===== config.mk =====
export PLATFORM = sky130hd
export DESIGN_NAME = reg_bank_sequencer
export DESIGN_NICKNAME = d
export VERILOG_FILES = /design/src/rtl/reg_bank_sequencer_pkg.sv /design/src/rtl/reg_bank_sequencer_rr_arbiter.sv /design/src/rtl/reg_bank_sequencer.sv
export SDC_FILE = /design/constraint.sdc
export NUM_CORES = 1
export LEC_CHECK = 0
export CAP_MARGIN = 10
export CORE_MARGIN = 4
export CORE_UTILIZATION = 49
export DETAILED_ROUTE_END_ITERATION = 10
export PLACE_DENSITY = 0.95
export SLEW_MARGIN = 25
export SYNTH_ARGS = -nofsm -noshare
export SYNTH_HDL_FRONTEND = slang
export SYNTH_SLANG_ARGS = --single-unit

===== constraint.sdc =====
create_clock -name clk -period 7.85 [get_ports clk]
set_input_delay 0.785 -clock clk [delete_from_list [all_inputs] [get_ports clk]]
set_output_delay 0.785 -clock clk [all_outputs]
set_load 0.02 [all_outputs]

===== src/rtl/reg_bank_sequencer_pkg.sv =====
// Shared definitions for the register-bank sequencer: FSM state encodings,
// default parameter values and a helper for index widths.
package reg_bank_sequencer_pkg;

  localparam int N_REQ_DEF      = 4;
  localparam int N_REG_DEF      = 8;
  localparam int DW_DEF         = 8;
  localparam int AW_DEF         = 3;
  localparam int CLR_CYCLES_DEF = 2;

  typedef enum logic [2:0] {
    ST_IDLE    = 3'd0,
    ST_SETUP   = 3'd1,
    ST_LOAD    = 3'd2,
    ST_RELEASE = 3'd3,
    ST_CLEAR   = 3'd4
  } state_e;

  // Width needed to hold an index 0..n-1 (at least one bit).
  function automatic int idx_width(input int n);
    return (n > 1) ? $clog2(n) : 1;
  endfunction

endpackage


===== src/rtl/reg_bank_sequencer_rr_arbiter.sv =====
// Round-robin arbiter, purely combinational.
// Ports:
//   req      in  N_REQ  request vector
//   ptr      in  IW     highest-priority requester index
//   gnt_oh   out N_REQ  one-hot winner (all zero when no request)
//   gnt_idx  out IW     winner index
//   gnt_any  out 1      at least one request present
module reg_bank_sequencer_rr_arbiter
  import reg_bank_sequencer_pkg::*;
#(
  parameter int N_REQ = N_REQ_DEF,
  parameter int IW    = idx_width(N_REQ_DEF)
) (
  input  logic [N_REQ-1:0] req,
  input  logic [IW-1:0]    ptr,
  output logic [N_REQ-1:0] gnt_oh,
  output logic [IW-1:0]    gnt_idx,
  output logic             gnt_any
);

  logic [IW-1:0] cand;

  // Scan requesters starting at ptr, wrapping; first one found wins.
  always_comb begin
    gnt_oh  = {N_REQ{1'b0}};
    gnt_idx = {IW{1'b0}};
    gnt_any = 1'b0;
    cand    = {IW{1'b0}};
    for (int k = 0; k < N_REQ; k++) begin
      cand = IW'((int'(ptr) + k) % N_REQ);
      if (!gnt_any && req[cand]) begin
        gnt_any      = 1'b1;
        gnt_idx      = cand;
        gnt_oh[cand] = 1'b1;
      end else begin
        gnt_any = gnt_any;
      end
    end
  end

endmodule


===== src/rtl/reg_bank_sequencer.sv =====
// Shares a bank of LS273-style registers between N_REQ requesters. A write
// is granted round robin, the data bus gets one cycle of setup, then a single
// load strobe pulses the addressed register, then done is returned. A clear
// request (checked only in IDLE, priority over writes) holds the bank's
// master-reset low for CLR_CYCLES cycles.
// Ports:
//   clk, rst_n        clock, async active-low reset
//   req/req_addr/req_data  per-requester write request, packed address/data
//   gnt, done, err    per-requester grant/completion, out-of-range address pulse
//   clr_req, clr_busy bank clear request / clear in progress
//   bus_data, reg_load, reg_clr_n  drive the register chips (D, CLK, MR)
//   busy              sequencer not idle
module reg_bank_sequencer
  import reg_bank_sequencer_pkg::*;
#(
  parameter int N_REQ      = N_REQ_DEF,
  parameter int N_REG      = N_REG_DEF,
  parameter int DW         = DW_DEF,
  parameter int AW         = AW_DEF,
  parameter int CLR_CYCLES = CLR_CYCLES_DEF
) (
  input  logic                clk,
  input  logic                rst_n,
  input  logic [N_REQ-1:0]    req,
  input  logic [N_REQ*AW-1:0] req_addr,
  input  logic [N_REQ*DW-1:0] req_data,
  output logic [N_REQ-1:0]    gnt,
  output logic [N_REQ-1:0]    done,
  output logic                err,
  input  logic                clr_req,
  output logic                clr_busy,
  output logic [DW-1:0]       bus_data,
  output logic [N_REG-1:0]    reg_load,
  output logic                reg_clr_n,
  output logic                busy
);

  localparam int IW = idx_width(N_REQ);
  localparam int CW = idx_width(CLR_CYCLES);

  state_e             state_q, state_d;
  logic [IW-1:0]      ptr_q, ptr_d, win_q, win_d;
  logic [N_REQ-1:0]   win_oh_q, win_oh_d;
  logic [AW-1:0]      addr_q, addr_d, sel_addr;
  logic [DW-1:0]      data_q, data_d, sel_data;
  logic [CW-1:0]      cnt_q, cnt_d;
  logic [N_REQ-1:0]   gnt_q, gnt_d, done_q, done_d;
  logic [N_REG-1:0]   reg_load_q, reg_load_d;
  logic               err_q, err_d, clr_busy_q, clr_busy_d, busy_q, busy_d;
  logic [N_REQ-1:0]   arb_oh;
  logic [IW-1:0]      arb_idx;
  logic               arb_any;
  logic               in_xfer;

  reg_bank_sequencer_rr_arbiter #(.N_REQ(N_REQ), .IW(IW)) u_arb (
    .req     (req),
    .ptr     (ptr_q),
    .gnt_oh  (arb_oh),
    .gnt_idx (arb_idx),
    .gnt_any (arb_any)
  );

  // Select the arbitration winner's address and data slices.
  always_comb begin
    sel_addr = {AW{1'b0}};
    sel_data = {DW{1'b0}};
    for (int i = 0; i < N_REQ; i++) begin
      if (arb_idx == IW'(i)) begin
        sel_addr = req_addr[i*AW +: AW];
        sel_data = req_data[i*DW +: DW];
      end else begin
        sel_addr = sel_addr;
      end
    end
  end

  // Next-state logic; outputs are decoded from the next state so that the
  // registered outputs line up with the state they belong to.
  always_comb begin
    state_d  = state_q;
    ptr_d    = ptr_q;
    win_d    = win_q;
    win_oh_d = win_oh_q;
    addr_d   = addr_q;
    data_d   = data_q;
    cnt_d    = cnt_q;
    case (state_q)
      ST_IDLE: begin
        if (clr_req) begin
          state_d = ST_CLEAR;
          cnt_d   = CW'(CLR_CYCLES - 1);
        end else if (arb_any) begin
          state_d  = ST_SETUP;
          win_d    = arb_idx;
          win_oh_d = arb_oh;
          addr_d   = sel_addr;
          data_d   = sel_data;
        end else begin
          state_d = ST_IDLE;
        end
      end
      ST_SETUP:   state_d = ST_LOAD;
      ST_LOAD:    state_d = ST_RELEASE;
      ST_RELEASE: begin
        state_d = ST_IDLE;
        ptr_d   = (int'(win_q) == N_REQ - 1) ? {IW{1'b0}} : win_q + IW'(1);
      end
      ST_CLEAR: begin
        if (cnt_q == {CW{1'b0}}) begin
          state_d = ST_IDLE;
        end else begin
          cnt_d = cnt_q - CW'(1);
        end
      end
      default: state_d = ST_IDLE;
    endcase

    in_xfer    = (state_d == ST_SETUP) || (state_d == ST_LOAD) || (state_d == ST_RELEASE);
    gnt_d      = in_xfer ? win_oh_d : {N_REQ{1'b0}};
    done_d     = (state_d == ST_RELEASE) ? win_oh_d : {N_REQ{1'b0}};
    err_d      = (state_d == ST_RELEASE) && (int'(addr_d) >= N_REG);
    clr_busy_d = (state_d == ST_CLEAR);
    busy_d     = (state_d != ST_IDLE);
    // Out-of-range addresses match no bit, so no strobe is issued.
    reg_load_d = {N_REG{1'b0}};
    for (int r = 0; r < N_REG; r++) begin
      reg_load_d[r] = (state_d == ST_LOAD) && (int'(addr_d) == r);
    end
  end

  // State, latches and registered outputs.
  always_ff @(posedge clk or negedge rst_n) begin
    if (!rst_n) begin
      state_q    <= ST_IDLE;
      ptr_q      <= {IW{1'b0}};
      win_q      <= {IW{1'b0}};
      win_oh_q   <= {N_REQ{1'b0}};
      addr_q     <= {AW{1'b0}};
      data_q     <= {DW{1'b0}};
      cnt_q      <= {CW{1'b0}};
      gnt_q      <= {N_REQ{1'b0}};
      done_q     <= {N_REQ{1'b0}};
      err_q      <= 1'b0;
      reg_load_q <= {N_REG{1'b0}};
      clr_busy_q <= 1'b0;
      busy_q     <= 1'b0;
    end else begin
      state_q    <= state_d;
      ptr_q      <= ptr_d;
      win_q      <= win_d;
      win_oh_q   <= win_oh_d;
      addr_q     <= addr_d;
      data_q     <= data_d;
      cnt_q      <= cnt_d;
      gnt_q      <= gnt_d;
      done_q     <= done_d;
      err_q      <= err_d;
      reg_load_q <= reg_load_d;
      clr_busy_q <= clr_busy_d;
      busy_q     <= busy_d;
    end
  end

  assign gnt       = gnt_q;
  assign done      = done_q;
  assign err       = err_q;
  assign clr_busy  = clr_busy_q;
  assign busy      = busy_q;
  assign reg_load  = reg_load_q;
  // The data latch doubles as the bus driver so the bus never floats.
  assign bus_data  = data_q;
  // System reset also clears the bank, without waiting for a clock.
  assign reg_clr_n = rst_n & ~clr_busy_q;

endmodule


After elaboration in Yosys (flattened, before gate mapping)
Cells that the tools add are included.

word-level totals
  register bits after elaboration = 41
  input port bits = 51
  output and inout port bits = 28

cells by class
  add/subtract/negate cells = 5
  $lt $le $gt $ge = 8
  equal/unequal tests = 20
  muxes and demuxes = 52
  bitwise logic cells = 6
  reduce and logical (&&, ||, !) cells = 27

operators by type and width
  kind                                                                   number
  4-bit 2-to-1 mux                                                       9
  8-bit 2-to-1 mux                                                       4
  3-bit 2-to-1 mux                                                       9
  3-bit by 2-bit == test with 1-bit output, second input constant        6
  3-bit == test, second input constant                                   6
  1-bit logical AND                                                      15
  1-bit 2-to-1 mux                                                       15
  2-bit by 3-bit < comparator with 1-bit output, second input constant   4
  4-bit OR                                                               3
  3-bit case mux with 4 select lines                                     1
  2-bit 2-to-1 mux                                                       5
  3-bit by 1-bit == test with 1-bit output, second input constant        3
  1-bit binary-select mux with 2-bit select                              4
  1-bit demux with 2-bit select                                          4
  2-bit by 1-bit >= comparator with 1-bit output, second input constant  4
  3-bit zero test                                                        2
  2-bit by 1-bit adder with 2-bit output, second input constant          2
  2-bit adder, second input constant                                     2
  2-bit by 1-bit == test with 1-bit output, second input constant        2
  2-bit == test, second input constant                                   2
  1-bit zero test                                                        3
  3-bit AND reduction                                                    1
  3-bit nonzero test                                                     1
  2-bit zero test                                                        1
  8 further kinds                                                        10

Logic depth before layout (Yosys ltp)
  depth in word-level cells = 22
  mapped depth = 12
  mapped depth without buffers = 9

By module
Synthesis repeated with hierarchy kept, for this count alone.

second synthesis, totals
  cells, all modules = 164
  area total of the unflattened synthesis = 2,259.7 µm²

modules (own cells, without submodules)
  module                         times used  cells an instance  area an instance (µm²)  seq. area each (µm²)
  reg_bank_sequencer             1           119                1,838.0                 1,026.0
  reg_bank_sequencer_rr_arbiter  1           45                 421.7                   0.0

Least setup slack after synthesis
OpenSTA, ideal clock, no wires.

  path kind = reg2reg
  from = reg ptr_q[0]
  to = reg data_q[2], in the netlist bus_data[2]
  setup time = 118 ps
  data arrival time = 3,110 ps
  path slack = 4,621 ps
  stages on the path, launching flop included = 12
  path buffers = 3
  period minus slack after synthesis = 3,229 ps
  cells stage by stage = dfrtp_1 > buf_2 > inv_1 > ha_1 > mux4_2 > or3_1 > o21a_1 > buf_2 > nand2b_1 > clkbuf_1 > o22ai_1 > a21o_1

between the ends
  longest elaborated chain between the ends = 17
  elaborated cells on any way between the ends = 34

RTL lines
  what                                                                             line                       RTL
  start: declaration                                                               reg_bank_sequencer.sv:42   logic [IW-1:0] ptr_q, ptr_d, win_q, win_d;
  start signal: assignment                                                         reg_bank_sequencer.sv:135  ptr_q <= {IW{1'b0}};
  start signal: assignment                                                         reg_bank_sequencer.sv:149  ptr_q <= ptr_d;
  branches (longest 17 deep; another with 2-bit by 1-bit adder with 2-bit output)  -
  end signal: assignment                                                           reg_bank_sequencer.sv:139  data_q <= {DW{1'b0}};
  end signal: assignment                                                           reg_bank_sequencer.sv:153  data_q <= data_d;
  end: declaration                                                                 reg_bank_sequencer.sv:45   logic [DW-1:0] data_q, data_d, sel_data;

Several ways; the timed one is not identified. The select of a mux whose other input is x is not followed.
A chain may end at the register's enable or synchronous reset.

Worst setup path in the final report
  from = reg ptr_q[0]
  to = reg reg_load_q[1], in the netlist reg_load[1]

between the ends
  longest elaborated chain between the ends = 22
  elaborated cells on any way between the ends = 42

RTL lines
  what                                                                             line                       RTL
  branches (longest 17 deep; another with 2-bit by 1-bit adder with 2-bit output)  -
  3-bit 2-to-1 mux *                                                               reg_bank_sequencer.sv:92   end else if (arb_any) begin
  3-bit 2-to-1 mux *                                                               reg_bank_sequencer.sv:89   if (clr_req) begin
  3-bit 2-to-1 mux *                                                               reg_bank_sequencer.sv:87   case (state_q)
  named net addr_d[0]                                                              reg_bank_sequencer.sv:44   logic [AW-1:0] addr_q, addr_d, sel_addr;
  3-bit by 2-bit == test with 1-bit output *                                       reg_bank_sequencer.sv:127  reg_load_d[r] = (state_d == ST_LOAD) && (int'(addr_d) == r);
  1-bit logical AND *                                                              reg_bank_sequencer.sv:127
  named net reg_load_d[1]                                                          reg_bank_sequencer.sv:48   logic [N_REG-1:0] reg_load_q, reg_load_d;
  end signal: assignment                                                           reg_bank_sequencer.sv:144  reg_load_q <= {N_REG{1'b0}};
  end signal: assignment                                                           reg_bank_sequencer.sv:158  reg_load_q <= reg_load_d;
  end: declaration                                                                 reg_bank_sequencer.sv:48

Mark *: on every way through the listed nets, which the timed path passes. The select of a mux whose other input is x is not followed.

==> results by stage <==
Synth:
- The synthesized netlist net count is 285.
- Sequential cells were found to cover 43.73% of the synthesized design area.
- Averaged over all synthesized cells, the footprint is 10.29 um2.
- In this run the cell area of the synthesized design comes to 2346 um2.
- The main flop type after synthesis is sky130_fd_sc_hd__dfrtp_1.
- In the post-synthesis netlist, the biggest area contributors are sky130_fd_sc_hd__dfrtp_1 44%, sky130_fd_sc_hd__mux2i_1 11%, sky130_fd_sc_hd__nand2_1 4.5%.
- Synthesis inferred 41 register bits.
- Of all flip-flops after synthesis, the portion carrying an async set or reset was 100.0%.
- The number of distinct library cells after synthesis is 43.
- The count of flip-flops with a built-in enable after synthesis is 0.
- The cell count after synthesis is 228.
- The leading area contributor after synthesis is sky130_fd_sc_hd__dfrtp_1.
- The top-area cell type share of the netlist area is 43.73%.
- The Yosys warning count is 0.

Clocking:
- The CTS tree is done.
- The number of buffers inserted by hold repair at cts is 0.
- The buffer depth of the longest clock path is 2.
- The root buffer cell is sky130_fd_sc_hd__clkbuf_8.
- Clock tree synthesis inserted a total of 5 buffers.
- Post-CTS timing repair inserted 0 buffers for setup.
- The number of gates given a new drive strength after cts is 0.
- The number of sinks on the clock net is 41.
- The worst-skew pair later-pin latency is 0.29 ns.
- The H-tree generated during clock tree synthesis spans 2 levels.
- The post-CTS clock slew at the launch and capture registers of the worst setup and hold paths is 0.08 ns.

Worst setup path:
- Among all stages on the critical path, the largest delay is contributed by sky130_fd_sc_hd__dfrtp_1.
- The arrival time of the worst setup path is 4.55 ns.
- The depth of the worst register-to-register path is 9.
- The highest net fanout along the worst path is 24.
- The classification of the worst setup path is register to register.
- The total number of cells along the worst setup path is 9.
- The worst-case register-to-register setup slack is 3.51 ns.
- For this run, the slowest stage of the critical path takes 0.94 ns.
- The worst setup path is launched from a register.
- The count of buffering cells on the critical path with inverters included is 2.
- The signal on the critical path passes through inv_1 -> ha_1 -> mux4_2 -> nor2b_1 -> o21a_1 -> o31ai_4 -> buf_4 -> o221ai_1 -> nor3b_1.
- For the worst setup path, the data required time is 8.06 ns.
- STA classifies the critical path endpoint as a register.
- The cell family contributing the most delay on the critical path is flip-flops.

Floorplanning:
- The starting density of the core is 52.08%.
- The floorplan die width is 77.20 um.
- The die is 77.20 um tall.
- 79 I/O pins were placed.
- The number of rows in the core area is 24.
- The area of the die is 5959 um2.
- The core area is 4504 um2.

Route:
- The highest routing layer actually used is met4.
- After detailed routing, the wire length on met1 is 2.444 mm.
- Detailed routing placed a total of 3.006 mm of wire on met2.
- The total DRC errors in the routed layout is 0.
- The routed wire length per instance is 16.68 um.
- The met3 layer wire length in the routed design is 336 um.
- The final wirelength is 5.870 mm.
- The number of DRC violations after detailed-routing iteration 0 is 139.
- The routed layout has 2039 vias.
- The number of nets still failing antenna checks after routing is 0.
- The pre-antenna-repair detailed-routing pass consisted of 4 iterations.
- The per-cell via count in the routed design is 5.793.

GRT:
- The initial antenna violation count is 0.
- The first-pass GRT wire length is 9.715 mm.
- In the global route stage, overall resource usage came out at 19.85%.
- The via count of the first global-routing pass is 2040.
- The maximum number of pins on one net before global-route repair is 43.
- The total overflow left after global routing is 0.

Cells and area:
- The share of cells above drive strength 1 is 8.667%.
- The finished cells cover 3226 um2.
- The area added between synthesis and finish is 37.49%.
- For this run, the post-layout net count is 356.
- The antenna diode count is 0.

Timing:
- After routing, the total negative slack on setup checks comes to 0 ns.
- Final hold analysis gives a worst-case slack of 0.4615 ns.
- The worst clock skew is 0.009909 ns.
- Setup repair after global routing left no endpoint under its margin.
- The slack of the critical path is 3.510 ns.
- The final-report max-slew violation count came to 0.
- Headroom to the max-slew limit came out at 39.79%.
- Setup violations remaining at the end of the flow were counted as 0.
- The achievable frequency is 230.4 MHz.
- The number of hold violations in the final report is 0.
- The final worst-path cycle share is 55.29%.
- The measured slew at the worst slew-check pin is 0.9031 ns.
- The final critical delay including setup and external delays is 4.340 ns.

Placement:
- The worst-case setup slack after placement is 3.551 ns.
- The number of buffers inserted by port buffering is 77.
- The instance area at placement is 3103 um2.
- Routability-driven placement finished with a final weighted congestion of 0.8924.
- The detailed-placement wirelength estimate is 4.272 mm.

Power and ir drop:
- In this run, the combinational gates consume 57.8% of the power.
- Across the VDD grid, the largest voltage drop is 0.2657 mV.
- Power comes to 1.301 mW.
- Internal power comes to 0.7437 mW.
- The portion of total power attributed to sequential cells is 28.6%.
- The leakage power figure is 1.410 nW.
- The net switching power is 0.5571 mW.
- The switching portion of total power is 42.83%.
- The clock network fraction of design power is 13.5%.
- The power density over cell area is 403.3 nW/um2.

Worst hold path:
- The worst hold path stage count is 1.
- The type of the worst min-delay path is register to register.

Flow run:
- Across the run, the number of max-cap violations was 0.

Status:
- The run finished with clean final reports.
## final timing paths
| kind | from | end |
|---|---|---|
| min in group asynchronous | rst_n | done[2]$_DFF_PN0_ |
| max in group asynchronous | rst_n | win_q[0]$_DFFE_PN0P_ |
| min | addr_q[2]$_DFF_PN0_ | reg_load[3]$_DFF_PN0_ |
| max | ptr_q[0]$_DFFE_PN0N_ | reg_load[1]$_DFF_PN0_ |
| max reg2reg | ptr_q[0]$_DFFE_PN0N_ | reg_load[1]$_DFF_PN0_ |
| min reg2reg | addr_q[2]$_DFF_PN0_ | reg_load[3]$_DFF_PN0_ |
## cell type report
class	instances	area, um2
multi-input combinational	162	1194
inverter	10	37.54
timing repair buffer	79	783.3
fill	325	1279
clock buffer	6	82.58
clock inverter	2	37.54
tap	52	65.06
sequential	41	1026
## through the flow
step,util [%],instances
6_report,71.61,352
5_1_grt,71.61,352
4_1_cts,71.56,352
3_5_place_dp,68.89,344
3_3_place_gp,68.89,344
2_1_floorplan,-,228
## per-layer routing
layer / global-route usage, % / vias to the layer above
met5: 0 / -
met4: 4.804 / 0
met3: 4.684 / 11
met2: 33.59 / 74
met1: 25.60 / 992
li1: - / 962
## flip-flops by register name, indices dropped and copies added, names as in the netlist, 3 cells and up
signal / flops
bus_data: 8
done: 4
win_oh_q: 4
reg_load: 8
addr_q: 3
gnt: 4
state_q: 3
## kinds of logic (layout without fill, tap and decap cells)
kind of cell / after synthesis / in the layout / share of synthesized area [%]
compound gates: 46 / 46 / 14.99
other cells: 1 / 1 / 0.1598
fa+ha+maj: 6 / 6 / 3.200
flops: 41 / 41 / 43.73
mux: 34 / 34 / 16.85
simple gates: 73 / 73 / 14.93
xor+xnor: 2 / 2 / 0.7468
buf+inv: 25 / 97 / 5.387
## cells in the final DEF, fill, tap and decap left out, types with 2 or more instances in the layout
cell / n
sky130_fd_sc_hd__nor2b_1: 3
sky130_fd_sc_hd__nand2b_1: 3
sky130_fd_sc_hd__a21oi_1: 3
sky130_fd_sc_hd__o211ai_1: 3
sky130_fd_sc_hd__a21o_1: 2
sky130_fd_sc_hd__or4_1: 2
sky130_fd_sc_hd__clkdlybuf4s50_1: 76
sky130_fd_sc_hd__mux2_2: 4
sky130_fd_sc_hd__o22ai_1: 2
sky130_fd_sc_hd__a22oi_1: 4
sky130_fd_sc_hd__or2_2: 2
sky130_fd_sc_hd__clkbuf_8: 6
sky130_fd_sc_hd__nor2_1: 15
sky130_fd_sc_hd__or3_1: 2
sky130_fd_sc_hd__nor3_1: 7
sky130_fd_sc_hd__xnor2_1: 2
sky130_fd_sc_hd__ha_1: 6
sky130_fd_sc_hd__nand3b_1: 2
sky130_fd_sc_hd__inv_1: 10
sky130_fd_sc_hd__o2111ai_1: 4
sky130_fd_sc_hd__buf_4: 3
sky130_fd_sc_hd__mux2i_1: 26
sky130_fd_sc_hd__o221ai_1: 10
sky130_fd_sc_hd__mux4_2: 4
sky130_fd_sc_hd__dfrtp_1: 41
sky130_fd_sc_hd__o21a_1: 2
sky130_fd_sc_hd__nand3_1: 4
sky130_fd_sc_hd__o21ai_0: 9
sky130_fd_sc_hd__nand2_1: 28
## power by group through the flow
| stage | Clock (mW) | Sequential, mW | Combinational (mW) |
|---|---|---|---|
| 6_report | 0.176 | 0.372 | 0.752 |
| 5_1_grt | 0.190 | 0.385 | 0.822 |
| 4_1_cts | 0.179 | 0.372 | 0.753 |
| 3_5_place_dp | 0 | 0.374 | 0.744 |
| 3_3_place_gp | 0 | 0.370 | 0.722 |
| 2_1_floorplan | 0 | 0.395 | 0.516 |
## cells in the mapped netlist, drive strengths merged (2+ instances only)
cell type,instances
a21o,2
a21oi,3
a22oi,4
buf,7
clkbuf,8
dfrtp,41
ha,6
inv,10
mux2,4
mux2i,26
mux4,4
nand2,28
nand2b,3
nand3,4
nand3b,2
nor2,16
nor2b,3
nor3,7
nor3b,2
o2111ai,4
o211ai,3
o21a,2
o21ai,9
o221ai,11
o22ai,2
o31ai,2
or2,2
or3,2
or4,2
xnor2,2
## worst register-to-register path, stage by stage (launching register included)
cell and delay, ns:
sky130_fd_sc_hd__dfrtp_1 0.94, sky130_fd_sc_hd__inv_1 0.34, sky130_fd_sc_hd__ha_1 0.50, sky130_fd_sc_hd__mux4_2 0.63, sky130_fd_sc_hd__nor2b_1 0.55, sky130_fd_sc_hd__o21a_1 0.27
sky130_fd_sc_hd__o31ai_4 0.08, sky130_fd_sc_hd__buf_4 0.25, sky130_fd_sc_hd__o221ai_1 0.45, sky130_fd_sc_hd__nor3b_1 0.24
Power figures use the tool's default switching activity.
